File: src/rtl/space_invaders_pkg.sv
// Shared screen limits, pixel colour type and shot FSM state encoding
// for the space-invaders display blocks.
package space_invaders_pkg;

  localparam int SCREEN_W = 640;
  localparam int SCREEN_H = 480;
  localparam int POS_W    = 11;

  typedef logic [11:0]      rgb_t;
  typedef logic [POS_W-1:0] pos_t;

  typedef enum logic [1:0] {
    SHOT_IDLE     = 2'd0,
    SHOT_FLYING   = 2'd1,
    SHOT_COOLDOWN = 2'd2
  } shot_state_t;

endpackage

File: src/rtl/button_edge_sync.sv
// Two-flop synchroniser for an asynchronous push button, followed by a
// rising-edge detector; level_o is the synchronised button level.
module button_edge_sync (
  input  logic clk,
  input  logic reset_n,
  input  logic btn_i,
  output logic level_o,
  output logic rise_o
);

  logic meta_q, sync_q, prev_q;

  always_ff @(posedge clk or negedge reset_n) begin
    if (!reset_n) begin
      meta_q <= 1'b0;
      sync_q <= 1'b0;
      prev_q <= 1'b0;
    end else begin
      meta_q <= btn_i;
      sync_q <= meta_q;
      prev_q <= sync_q;
    end
  end

  assign level_o = sync_q;
  assign rise_o  = sync_q & ~prev_q;

endmodule

File: src/rtl/player_shot_controller.sv
// Player shot: launch from the ship, climb the screen, retire at the top or on a hit.
// Optional macro SHOT_AUTOFIRE_EN: launch on held fire level instead of on press edge.
//
//   state         | meaning
//   SHOT_IDLE     | no shot, waiting for fire
//   SHOT_FLYING   | shot climbing, shot_active high
//   SHOT_COOLDOWN | shot retired, fire locked out
module player_shot_controller
  import space_invaders_pkg::*;
#(
  parameter int   SHOT_START_Y    = 440,
  parameter int   SHOT_TOP        = 16,
  parameter int   SHOT_VELOCITY   = 4,
  parameter int   MOVE_INTERVAL   = 200000,
  parameter int   COOLDOWN_CYCLES = 1000000,
  parameter int   SHOT_W          = 2,
  parameter int   SHOT_H          = 8,
  parameter rgb_t SHOT_COLOR      = 12'hFF0
) (
  input  logic        clk,
  input  logic        reset_n,
  input  logic        pause,
  input  logic        fire,
  input  logic [10:0] player_x,
  input  logic [10:0] pixel_x,
  input  logic [10:0] pixel_y,
  input  logic        shot_hit,
  output logic        shot_active,
  output logic [10:0] shot_x,
  output logic [10:0] shot_y,
  output logic        shot_on,
  output logic [11:0] shot_rgb,
  output logic [7:0]  hit_count
);

`ifdef SHOT_AUTOFIRE_EN
  localparam bit AUTOFIRE = 1'b1;
`else
  localparam bit AUTOFIRE = 1'b0;
`endif

  localparam int CNT_MAX = (MOVE_INTERVAL > COOLDOWN_CYCLES) ? MOVE_INTERVAL : COOLDOWN_CYCLES;
  localparam int CNT_W   = $clog2(CNT_MAX + 1);

  localparam logic [CNT_W-1:0] MOVE_TC = CNT_W'(MOVE_INTERVAL);
  localparam logic [CNT_W-1:0] COOL_TC = CNT_W'(COOLDOWN_CYCLES - 1);
  localparam pos_t START_Y  = POS_W'(SHOT_START_Y);
  localparam pos_t RETIRE_Y = POS_W'(SHOT_TOP + SHOT_VELOCITY);
  localparam pos_t STEP_Y   = POS_W'(SHOT_VELOCITY);
  localparam pos_t SPR_W    = POS_W'(SHOT_W);
  localparam pos_t SPR_H    = POS_W'(SHOT_H);

  logic fire_level, fire_rise, launch_req;

  button_edge_sync u_fire_sync (
    .clk     (clk),
    .reset_n (reset_n),
    .btn_i   (fire),
    .level_o (fire_level),
    .rise_o  (fire_rise)
  );

  assign launch_req = AUTOFIRE ? fire_level : fire_rise;

  shot_state_t      state_q, state_d;
  logic [CNT_W-1:0] cnt_q, cnt_d;
  pos_t             x_q, x_d, y_q, y_d;
  logic [7:0]       hits_q, hits_d;
  logic             on_q, on_d;

  always_ff @(posedge clk or negedge reset_n) begin
    if (!reset_n) begin
      state_q <= SHOT_IDLE;
      cnt_q   <= '0;
      x_q     <= '0;
      y_q     <= START_Y;
      hits_q  <= '0;
      on_q    <= 1'b0;
    end else begin
      state_q <= state_d;
      cnt_q   <= cnt_d;
      x_q     <= x_d;
      y_q     <= y_d;
      hits_q  <= hits_d;
      on_q    <= on_d;
    end
  end

  always_comb begin
    state_d = state_q;
    cnt_d   = cnt_q;
    x_d     = x_q;
    y_d     = y_q;
    hits_d  = hits_q;
    if (!pause) begin
      unique case (state_q)
        SHOT_IDLE: begin
          if (launch_req) begin
            state_d = SHOT_FLYING;
            x_d     = player_x;
            y_d     = START_Y;
            cnt_d   = '0;
          end
        end
        SHOT_FLYING: begin
          // A hit wins over a move landing in the same clock
          if (shot_hit) begin
            state_d = SHOT_COOLDOWN;
            cnt_d   = '0;
            if (hits_q != 8'hFF) hits_d = hits_q + 8'd1;
          end else if (cnt_q == MOVE_TC) begin
            cnt_d = '0;
            if (y_q < RETIRE_Y) state_d = SHOT_COOLDOWN;
            else                y_d     = y_q - STEP_Y;
          end else begin
            cnt_d = cnt_q + CNT_W'(1);
          end
        end
        SHOT_COOLDOWN: begin
          if (cnt_q == COOL_TC) begin
            state_d = SHOT_IDLE;
            cnt_d   = '0;
          end else begin
            cnt_d = cnt_q + CNT_W'(1);
          end
        end
        default: state_d = SHOT_IDLE;
      endcase
    end
    on_d = (state_q == SHOT_FLYING) &&
           (pixel_x >= x_q) && (pixel_x < x_q + SPR_W) &&
           (pixel_y >= y_q) && (pixel_y < y_q + SPR_H);
  end

  assign shot_active = (state_q == SHOT_FLYING);
  assign shot_x      = x_q;
  assign shot_y      = y_q;
  assign shot_on     = on_q;
  assign shot_rgb    = on_q ? SHOT_COLOR : 12'h000;
  assign hit_count   = hits_q;

endmodule

File: config.mk
export PLATFORM = sky130hd
export DESIGN_NAME = player_shot_controller
export DESIGN_NICKNAME = d
export VERILOG_FILES = /design/src/rtl/space_invaders_pkg.sv /design/src/rtl/button_edge_sync.sv /design/src/rtl/player_shot_controller.sv
export SDC_FILE = /design/constraint.sdc
export NUM_CORES = 1
export LEC_CHECK = 0
export ABC_AREA = 1
export CAP_MARGIN = 0
export CORE_MARGIN = 1.5
export CORE_UTILIZATION = 48
export DETAILED_ROUTE_END_ITERATION = 8
export PLACE_DENSITY = 0.8
export SYNTH_ARGS = -nofsm -noshare
export SYNTH_HDL_FRONTEND = slang
export SYNTH_SLANG_ARGS = --single-unit
File: constraint.sdc
create_clock -name clk -period 2.3 [get_ports clk]
set_clock_uncertainty 0.15 [all_clocks]
set_input_delay 0.23 -clock clk [delete_from_list [all_inputs] [get_ports clk]]
set_output_delay 0.23 -clock clk [all_outputs]
set_load 0.05 [all_outputs]
Yosys cells after proc, flatten, opt, wreduce, memory -nomap -nowiden
Cells that the tools add are included.
{ "classes": {"add_sub_neg": 5, "magnitude_cmp": 5, "n_eq_ne": 12, "n_mux": 17, "bitwise_logic": 3, "n_reduce_logical": 12} }
{ "op_table": {"columns": ["op", "n"], "rows": [
  ["$mux W20", 4],
  ["$pmux W20 S3", 1],
  ["$mux W11", 4],
  ["$ge A11 B11 Y1", 2],
  ["$lt A11 B11 Y1", 2],
  ["$pmux W11 S2", 1],
  ["$add A20 B1 Y20 const B", 1],
  ["$eq A20 B18 Y1 const B", 1],
  ["$eq A20 B20 Y1 const B", 1],
  ["$mux W12", 1],
  ["$add A11 B2 Y11 const B", 1],
  ["$add A11 B4 Y11 const B", 1],
  ["$lt A11 B5 Y1 const B", 1],
  ["$sub A11 B3 Y11 const B", 1],
  ["$mux W2", 5],
  ["$add A8 B1 Y8 const B", 1],
  ["$ne A2 B2 Y1 const B", 4],
  ["$ne A8 B8 Y1 const B", 1],
  ["$ne A3 B2 Y1 const B", 2],
  ["$pmux W2 S3", 1],
  ["$reduce_and A3 Y1", 2],
  ["$reduce_and A6 Y1", 1],
  ["$reduce_and A5 Y1", 1],
  ["$logic_and A1 B1 Y1", 4],
  ["other kinds (9)", 10]
]} }
{ "totals": {"regBits": 56, "output_inout_bits": 44, "elab_cells": 63} }

Depth between registers and ports, before layout
Gate-level depths: netlist of run 1.
{ "depth": {"depth_word": 5, "depth_mapped": 14, "mapped_depth_nobuf": 14} }

By module
Synthesis of run 1 repeated with hierarchy kept, for this count alone.
{ "hier_totals": {"cells_unflattened": 598, "area_unflattened_um2": 4332.9} }
{ "modules_own_cells": {"columns": ["mod", "instances", "cells_each", "area_each_um2", "seq_area_each_um2"], "rows": [
  ["player_shot_controller", 1, 593, 4247.8, 1282.5],
  ["button_edge_sync", 1, 5, 85.1, 75.1]
]} }

Least setup slack after synthesis of run 1
Ideal clock, no wire load.
{ "synth_timing": {"path_type": "reg2reg", "startpoint": "register x_q[3], in the netlist shot_x[3]", "endpoint": "register on_q, in the netlist shot_on", "arrival_ns": 2.392, "path_slack_ns": -0.365, "path_stages_with_launch": 15, "period_less_slack_ns": 2.665, "path_cell_list": "dfrtp_1 > nand3_1 > nor3_1 > nand2_1 > nor2_1 > nand3_1 > xor2_1 > ha_1 > nand2_1 > nor2_1 > nand4_1 > nor2_1 > nor2_1 > nand4_1 > nor2_1"} }
{ "synth_via": {"elab_chain_len": 5} }
{ "synth_lines": {"columns": ["item", "line", "rtl"], "rows": [
  ["from (decl)", "player_shot_controller.sv:67", "pos_t x_q, x_d, y_q, y_d;"],
  ["from (signal assigned)", "player_shot_controller.sv:75", "x_q <= '0;"],
  ["from (signal assigned)", "player_shot_controller.sv:82", "x_q <= x_d;"],
  ["$add A11 B2 Y11 or $ge A11 B11 Y1 (tied branches)", "player_shot_controller.sv:131", "(pixel_x >= x_q) && (pixel_x < x_q + SPR_W) &&"],
  ["$lt A11 B11 Y1 or $logic_and A1 B1 Y1 (tied branches)", "player_shot_controller.sv:131, player_shot_controller.sv:130", null],
  ["$logic_and A1 B1 Y1 (*) (2 in a row)", "player_shot_controller.sv:131", null],
  ["$logic_and A1 B1 Y1 (*)", "player_shot_controller.sv:132", "(pixel_y >= y_q) && (pixel_y < y_q + SPR_H);"],
  ["named net on_d", "player_shot_controller.sv:69", "logic on_q, on_d;"],
  ["to (signal assigned)", "player_shot_controller.sv:85", "on_q <= on_d;"],
  ["to (decl)", "player_shot_controller.sv:69", null]
]} }
The timed path passes the listed nets; every way through them passes the cells marked *.
A chain may end at the register's enable or synchronous reset.

Worst setup path in the final report of run 1
{ "layout_timing": {"startpoint": "register y_q[5], in the netlist shot_y[5]", "endpoint": "register on_q, in the netlist shot_on"} }
{ "layout_via": {"elab_chain_len": 3} }
{ "layout_lines": {"columns": ["item", "line", "rtl"], "rows": [
  ["from (decl)", "player_shot_controller.sv:67", null],
  ["from (signal assigned)", "player_shot_controller.sv:83", "y_q <= y_d;"],
  ["$add A11 B4 Y11 or $ge A11 B11 Y1 (tied branches)", "player_shot_controller.sv:132", null],
  ["$lt A11 B11 Y1 or $logic_and A1 B1 Y1 (tied branches)", "player_shot_controller.sv:132, player_shot_controller.sv:131", null],
  ["$logic_and A1 B1 Y1 (*)", "player_shot_controller.sv:132", null],
  ["named net on_d", "player_shot_controller.sv:69", null]
]} }
Marks and branches as above.

==> impl_metrics.py, run 1 <==
metrics = {
    "run_status": {
        "status": "finished, violations left",
        "violations": "setup timing",
    },
    "die": {
        "core_area_um2": 8640,
        "start_util_pct": 49.1,
        "fp-row-count": 34,
        "fp.dieH_um": 97.0,
        "ios": 82,
        "die_width_um": 97.0,
        "dieArea_um2": 9400,
    },
    "drt": {
        "post_drt_wl_per_cell_um": 13.4,
        "wirelength_um": 10100,
        "first_pass_iters": 5,
        "vias": 3976,
        "vias_per_cell": 5.24,
        "drc": 0,
        "drt-initial-drc-count": 235,
        "ant_nets": 0,
    },
    "placement": {
        "portBuffers": 73,
        "dp_slack_ps": -149,
        "gp_congestion": 0.937,
        "hpwlAfterDp_um": 7810,
    },
    "clocking": {
        "cts_tree": "built",
        "insertion_delay_ps": 330,
        "clockBufferDepth": 2,
        "cts_sinks": 54,
        "cts_root_buffer": "clkbuf_8",
        "htree_num_levels": 2,
        "numCtsBuffers": 5,
        "clkTransAtPathRegs_ps": 110,
    },
    "timing": {
        "whs_ps": 186,
        "fin_ws_ps": -130,
        "slew_headroom_pct": 65.2,
        "hold_viol": 0,
        "fmax_mhz": 412,
        "tightest_slew_ps": 521,
        "fin_tns_setup_ps": -130,
        "min_period_ps": 2430,
        "setup_violations": 1,
        "maxSlewViolCount": 0,
        "period_share_pct": 106,
        "grt_setup_unrepaired": "true",
    },
    "logic_synthesis": {
        "seq_area_frac_synth_pct": 32.0,
        "synth.top_cell.area_share_pct": 28.9,
        "synth_area_leaders": "dfrtp_1, ha_1, nand2_1",
        "syn_inst": 557,
        "syn_area_per_cell_um2": 7.61,
        "synth-seq-cells": 54,
        "synth_cell_types": 39,
        "ys.flop_type": "dfrtp_1",
        "yosys.area.top_type": "dfrtp_1",
        "synth.most_common_cell": "nand2_1",
        "async_flop_share_pct": 100,
        "synth_warnings": 0,
        "synth-edff-count": 0,
        "syn_area_um2": 4240,
        "synth_common_cells": "nand2_1, nor2_1, inv_1",
    },
    "power": {
        "vdd_ir_drop_max_v": 0.000846,
        "total_power_mw": 6.22,
        "leakagePower_nw": 2.57,
        "power-per-cell-area_nw_per_um2": 1150,
    },
    "finish": {
        "nFillCells": 718,
        "drive_above_1_share_pct": 16.0,
        "nets": 739,
        "area_delta_synth_final_pct": 27.7,
        "postLayoutCoreUtil_pct": 62.7,
        "antenna_cells": 0,
    },
    "setup_path": {
        "cp-end-kind": "flop",
        "crit_path_max_fanout": 2,
        "crit_required_ps": 2410,
        "cp_data_arrival_time_ps": 2540,
        "path_class": "reg -> reg",
        "crit_path_start_kind": "flop",
    },
    "run": {
        "maxCapViolCount": 0,
    },
    "global_route": {
        "antenna_found_initial": 0,
        "grt_pass1_wl_um": 17300,
        "grt_overflow": 0,
        "grt_use_total_pct": 21.8,
        "grt_pass1_vias": 4001,
        "grt_max_degree": 25,
    },
    "hold_path": {
        "min_path_type": "in -> reg",
    },
}
[layout by cell type (no fill, tap or decap), drive strengths merged, types with 7 or more instances in the layout]
master	instances
a21oi	27
buf	32
clkdlybuf4s50	70
dfrtp	49
ha	51
inv	66
nand2	118
nand3	51
nand4	17
nor2	85
nor3	9
o21ai	8
xnor2	7
xor2	25
[area by class of cell]
| class | instances | area (um2) | area share [%] |
|---|---|---|---|
| Inverter | 66 | 254 | 4.69 |
| Timing Repair Buffer | 104 | 973 | 18.0 |
| Tap cell | 108 | 135 | 2.50 |
| Clock buffer | 5 | 68.8 | 1.27 |
| Multi-Input combinational cell | 419 | 2580 | 47.7 |
| Sequential cell | 54 | 1370 | 25.3 |
| Clock inverter | 3 | 28.8 | 0.532 |
[through the flow]
stage	std cells	area, um2
after floorplan	562	4290
after global placement	740	5140
after detailed placement	740	5140
after CTS	754	5330
after global routing	759	5410
final	759	5410
[path summary, 6_finish.rpt]
path                       slack [ps]                             to  cells past startpoint                          from
setup / recovery                 -130              shot_on$_DFF_PN0_                     11         shot_y[5]$_DFFE_PN1P_
hold / removal                    190   u_fire_sync.meta_q$_DFF_PN0_                      1                          fire
setup reg to reg                 -130              shot_on$_DFF_PN0_                     11         shot_y[5]$_DFFE_PN1P_
hold reg to reg                   210  u_fire_sync.level_o$_DFF_PN0_                      0  u_fire_sync.meta_q$_DFF_PN0_
max in group asynchronous        1070          shot_y[7]$_DFFE_PN1P_                      3                       reset_n
min in group asynchronous         260       hit_count[6]$_DFFE_PN0P_                      2                       reset_n
[sequential cells by signal, indices dropped and copies added, names as in the netlist]
register / cells
cnt_q: 20
shot_x: 11
shot_y: 9
hit_count: 8
state_q: 2
shot_on: 1
u_fire_sync.level_o: 1
u_fire_sync.meta_q: 1
u_fire_sync.prev_q: 1
[where the power goes]
| part | switching (mW) | total, mW | leakage (nW) | internal, mW |
|---|---|---|---|---|
| sequential | 0.296 | 1.53 | 0.682 | 1.23 |
| combinational | 2.52 | 4.10 | 1.84 | 1.58 |
| clock | 0.368 | 0.595 | 0.0502 | 0.227 |
[cell families (layout without fill, tap and decap cells)]
kind of cell,after synthesis,in the layout,share of synthesized area (%)
AOI/OAI and AO/OA,43,43,6.05
buffers and inverters,89,178,9.80
and+or+nand+nor,286,286,30.1
other,1,6,0.0885
muxes,1,1,0.266
DFF,54,54,32.0
adders and majority gates,51,51,15.1
xor gates and xnor gates,32,32,6.61
[worst max-delay path, cell delays in order, from the launching register on]
cell	delay [ps]
dfstp_4	640
inv_4	40
nor3_4	200
nand3_2	130
nor3_2	230
xor2_1	170
ha_1	280
nand2_2	100
nor2_2	50
nand2_1	90
o2111ai_2	130
nor2_1	130
[per-layer routing]
metal / track usage [%] / share of wire, % / up-vias
met4: 6.47 / 1.7 / 0
met2: 40.3 / 51 / 120
met1: 25.8 / 42 / 1872
met3: 3.54 / 4.5 / 17
li1: - / - / 1967
met5: 0 / 0 / -
[timing repair]
action,CTS,global route
hold endpoints to repair,19,0
resized for setup,10,13
setup endpoints to repair,1,6
buffers inserted,5,5
hold buffers,1,0
pin swaps,8,13
No activity file was read; power rests on OpenSTA's default activity.
==> inputs of run 2 (changes only) <==
--- a/config.mk
+++ b/config.mk
@@ -11,6 +11,7 @@
 export CORE_UTILIZATION = 48
 export DETAILED_ROUTE_END_ITERATION = 8
 export PLACE_DENSITY = 0.8
+export SKIP_LAST_GASP = 1
 export SYNTH_ARGS = -nofsm -noshare
 export SYNTH_HDL_FRONTEND = slang
 export SYNTH_SLANG_ARGS = --single-unit
==> results of run 2 <==
No change in the layout: final DEF, timing and power equal those of run 1.
==> inputs of run 3 (changes only) <==
--- a/config.mk
+++ b/config.mk
@@ -7,6 +7,7 @@
 export LEC_CHECK = 0
 export ABC_AREA = 1
 export CAP_MARGIN = 0
+export CORE_ASPECT_RATIO = 0.75
 export CORE_MARGIN = 1.5
 export CORE_UTILIZATION = 48
 export DETAILED_ROUTE_END_ITERATION = 8
==> run 3 against run 2 <==
Effect of this change:
- the flow still finishes with violations (setup timing)
- hold slack better by 31 ps
- maximum frequency down 0.21%
- sequential share of layout area down 0.31 points
- sequential power about the same
- critical path depth unchanged
- sequential cell count unchanged
- via count down 0.33%
- wire length up 3.8%
- core utilization up 1.6 points
- power up 3.9%
- critical endpoint unchanged
- largest power group unchanged
==> impl_metrics.py, run 3 (same netlist as run 1, synthesis figures left out) <==
metrics = {
    "drt": {
        "vias": 3963,
        "first_pass_iters": 5,
        "m1WireLength_um": 4920,
        "drc": 0,
        "ant_nets": 0,
        "post_drt_wl_per_cell_um": 13.8,
        "drt-initial-drc-count": 208,
        "vias_per_cell": 5.21,
        "met2_length_um": 4980,
        "highest_layer": "met4",
        "met3_wirelength_um": 507,
        "wirelength_um": 10500,
    },
    "global_route": {
        "grt_max_degree": 29,
        "grt_use_total_pct": 22.6,
        "grt_overflow": 0,
        "grt_pass1_wl_um": 17600,
        "grt_pass1_vias": 3869,
        "antenna_found_initial": 0,
    },
    "setup_path": {
        "cp-end-kind": "flop",
        "cp_data_arrival_time_ps": 2510,
        "crit_required_ps": 2380,
        "r2r_slack_ps": -130,
        "crit_path_max_fanout": 6,
        "rr_endpoint": "shot_on$_DFF_PN0_",
        "endpoint": "shot_on$_DFF_PN0_",
        "r2r_start": "shot_y[4]$_DFFE_PN1P_",
        "crit_path_start_kind": "flop",
        "path_class": "reg -> reg",
        "worstSetupStartpoint": "shot_y[4]$_DFFE_PN1P_",
        "reg2regPathDepth": 11,
    },
    "finish": {
        "nets": 741,
        "final_common_cell": "nand2_1",
        "nFillCells": 711,
        "final_cells": 761,
        "antenna_cells": 0,
        "drive_above_1_share_pct": 15.0,
        "largest_reg_flops": 20,
        "stdcell_area_um2": 5480,
        "final_cell_mix": "nand2_1, clkdlybuf4s50_1, nor2_1",
        "regMostFlops": "cnt_q",
        "area_delta_synth_final_pct": 29.3,
    },
    "timing": {
        "whs_ps": 216,
        "setup_violations": 1,
        "hold_viol": 0,
        "fin_ws_ps": -135,
        "fmax_mhz": 411,
        "period_share_pct": 106,
        "min_period_ps": 2430,
        "tightest_slew_ps": 726,
        "slew_headroom_pct": 51.6,
        "fin_tns_setup_ps": -135,
        "maxSlewViolCount": 0,
        "grt_setup_unrepaired": "true",
    },
    "run": {
        "maxCapViolCount": 0,
    },
    "clocking": {
        "cts_root_buffer": "clkbuf_16",
        "cts_sinks": 54,
        "htree_num_levels": 2,
        "insertion_delay_ps": 290,
        "clkTransAtPathRegs_ps": 70,
        "cts_tree": "built",
        "clockBufferDepth": 2,
        "numCtsBuffers": 5,
    },
    "placement": {
        "hpwlAfterDp_um": 7980,
        "gp_congestion": 0.898,
        "portBuffers": 73,
        "placed_cells": 746,
        "placed_area_um2": 5200,
    },
    "hold_path": {
        "min_path_type": "reg -> reg",
    },
    "die": {
        "dieArea_um2": 9410,
        "core_area_um2": 8530,
        "ios": 82,
        "start_util_pct": 49.7,
        "fp-row-count": 29,
        "die_width_um": 111,
        "fp.dieH_um": 84.4,
    },
    "power": {
        "vdd_ir_drop_max_v": 0.00103,
        "total_power_mw": 6.46,
        "power-per-cell-area_nw_per_um2": 1180,
        "leakagePower_nw": 2.59,
    },
    "run_status": {
        "violations": "setup timing",
        "status": "finished, violations left",
    },
}
[run 3: cell types whose count changed in the layout (fill, tap and decap cells not counted), moves of 2 or more]
cell       delta
nor2_1        +2
clkbuf_8      -5
clkbuf_16     +5
inv_4         -2
clkbuf_1      +2
[run 3: repair_timing]
action	4_1_cts	5_1_grt
endpoints found under the setup margin	1	1
pin swaps	1	8
endpoints found under the hold margin	22	0
hold buffers	1	0
resized for setup	2	13
buffers inserted	1	5
[run 3: cell type report]
cell class	instances	area (um2)	share of cell area, %
multi-input cells	419	2550	46.6
clock buffers	7	133	2.42
repair buffers	106	1000	18.3
inverters	66	254	4.64
well taps	108	135	2.47
flip-flops and latches	54	1370	25.0
clock inverters	1	30.0	0.548
[run 3: how the worst min path moves through the flow]
stage                                 start                            end  slack, ps  depth (start not counted)
6_report       u_fire_sync.meta_q$_DFF_PN0_  u_fire_sync.level_o$_DFF_PN0_        220                          0
5_1_grt        u_fire_sync.meta_q$_DFF_PN0_  u_fire_sync.level_o$_DFF_PN0_        230                          0
4_1_cts        u_fire_sync.meta_q$_DFF_PN0_  u_fire_sync.level_o$_DFF_PN0_        220                          0
3_5_place_dp                        reset_n          shot_y[2]$_DFFE_PN0P_        180                          1
3_3_place_gp                        reset_n          shot_y[2]$_DFFE_PN0P_        170                          1
2_1_floorplan                       reset_n           cnt_q[0]$_DFFE_PN0P_       -220                          0
[run 3: report_power, final]
group | internal (mW) | switching (mW)
clock network | 0.516 | 0.344
logic | 1.56 | 2.54
registers | 1.23 | 0.281
[run 3: per-stage QoR]
step / worst slack (ps) / util [%]
final: -135 / 64.3
after global routing: -274 / 64.3
after CTS: -39.6 / 63.2
after detailed placement: -72.3 / 61.0
after global placement: 22.0 / 61.0
after floorplan: -85.3 / -
[run 3: layer usage]
metal	track usage, %	vias up
met2	38.9	122
li1	-	1967
met3	4.04	12
met5	0	-
met1	30.1	1862
met4	4.37	0
[run 3: critical path: stages, from the launching register on]
cell       delay [ps]
dfstp_2           590
clkinv_4          100
nor3_4            220
nand3_2           110
nor3_2            210
xor2_1            230
ha_1              310
nand2_2           130
nor2_4             50
nand2_2            70
o2111ai_2         110
nor2_1            100
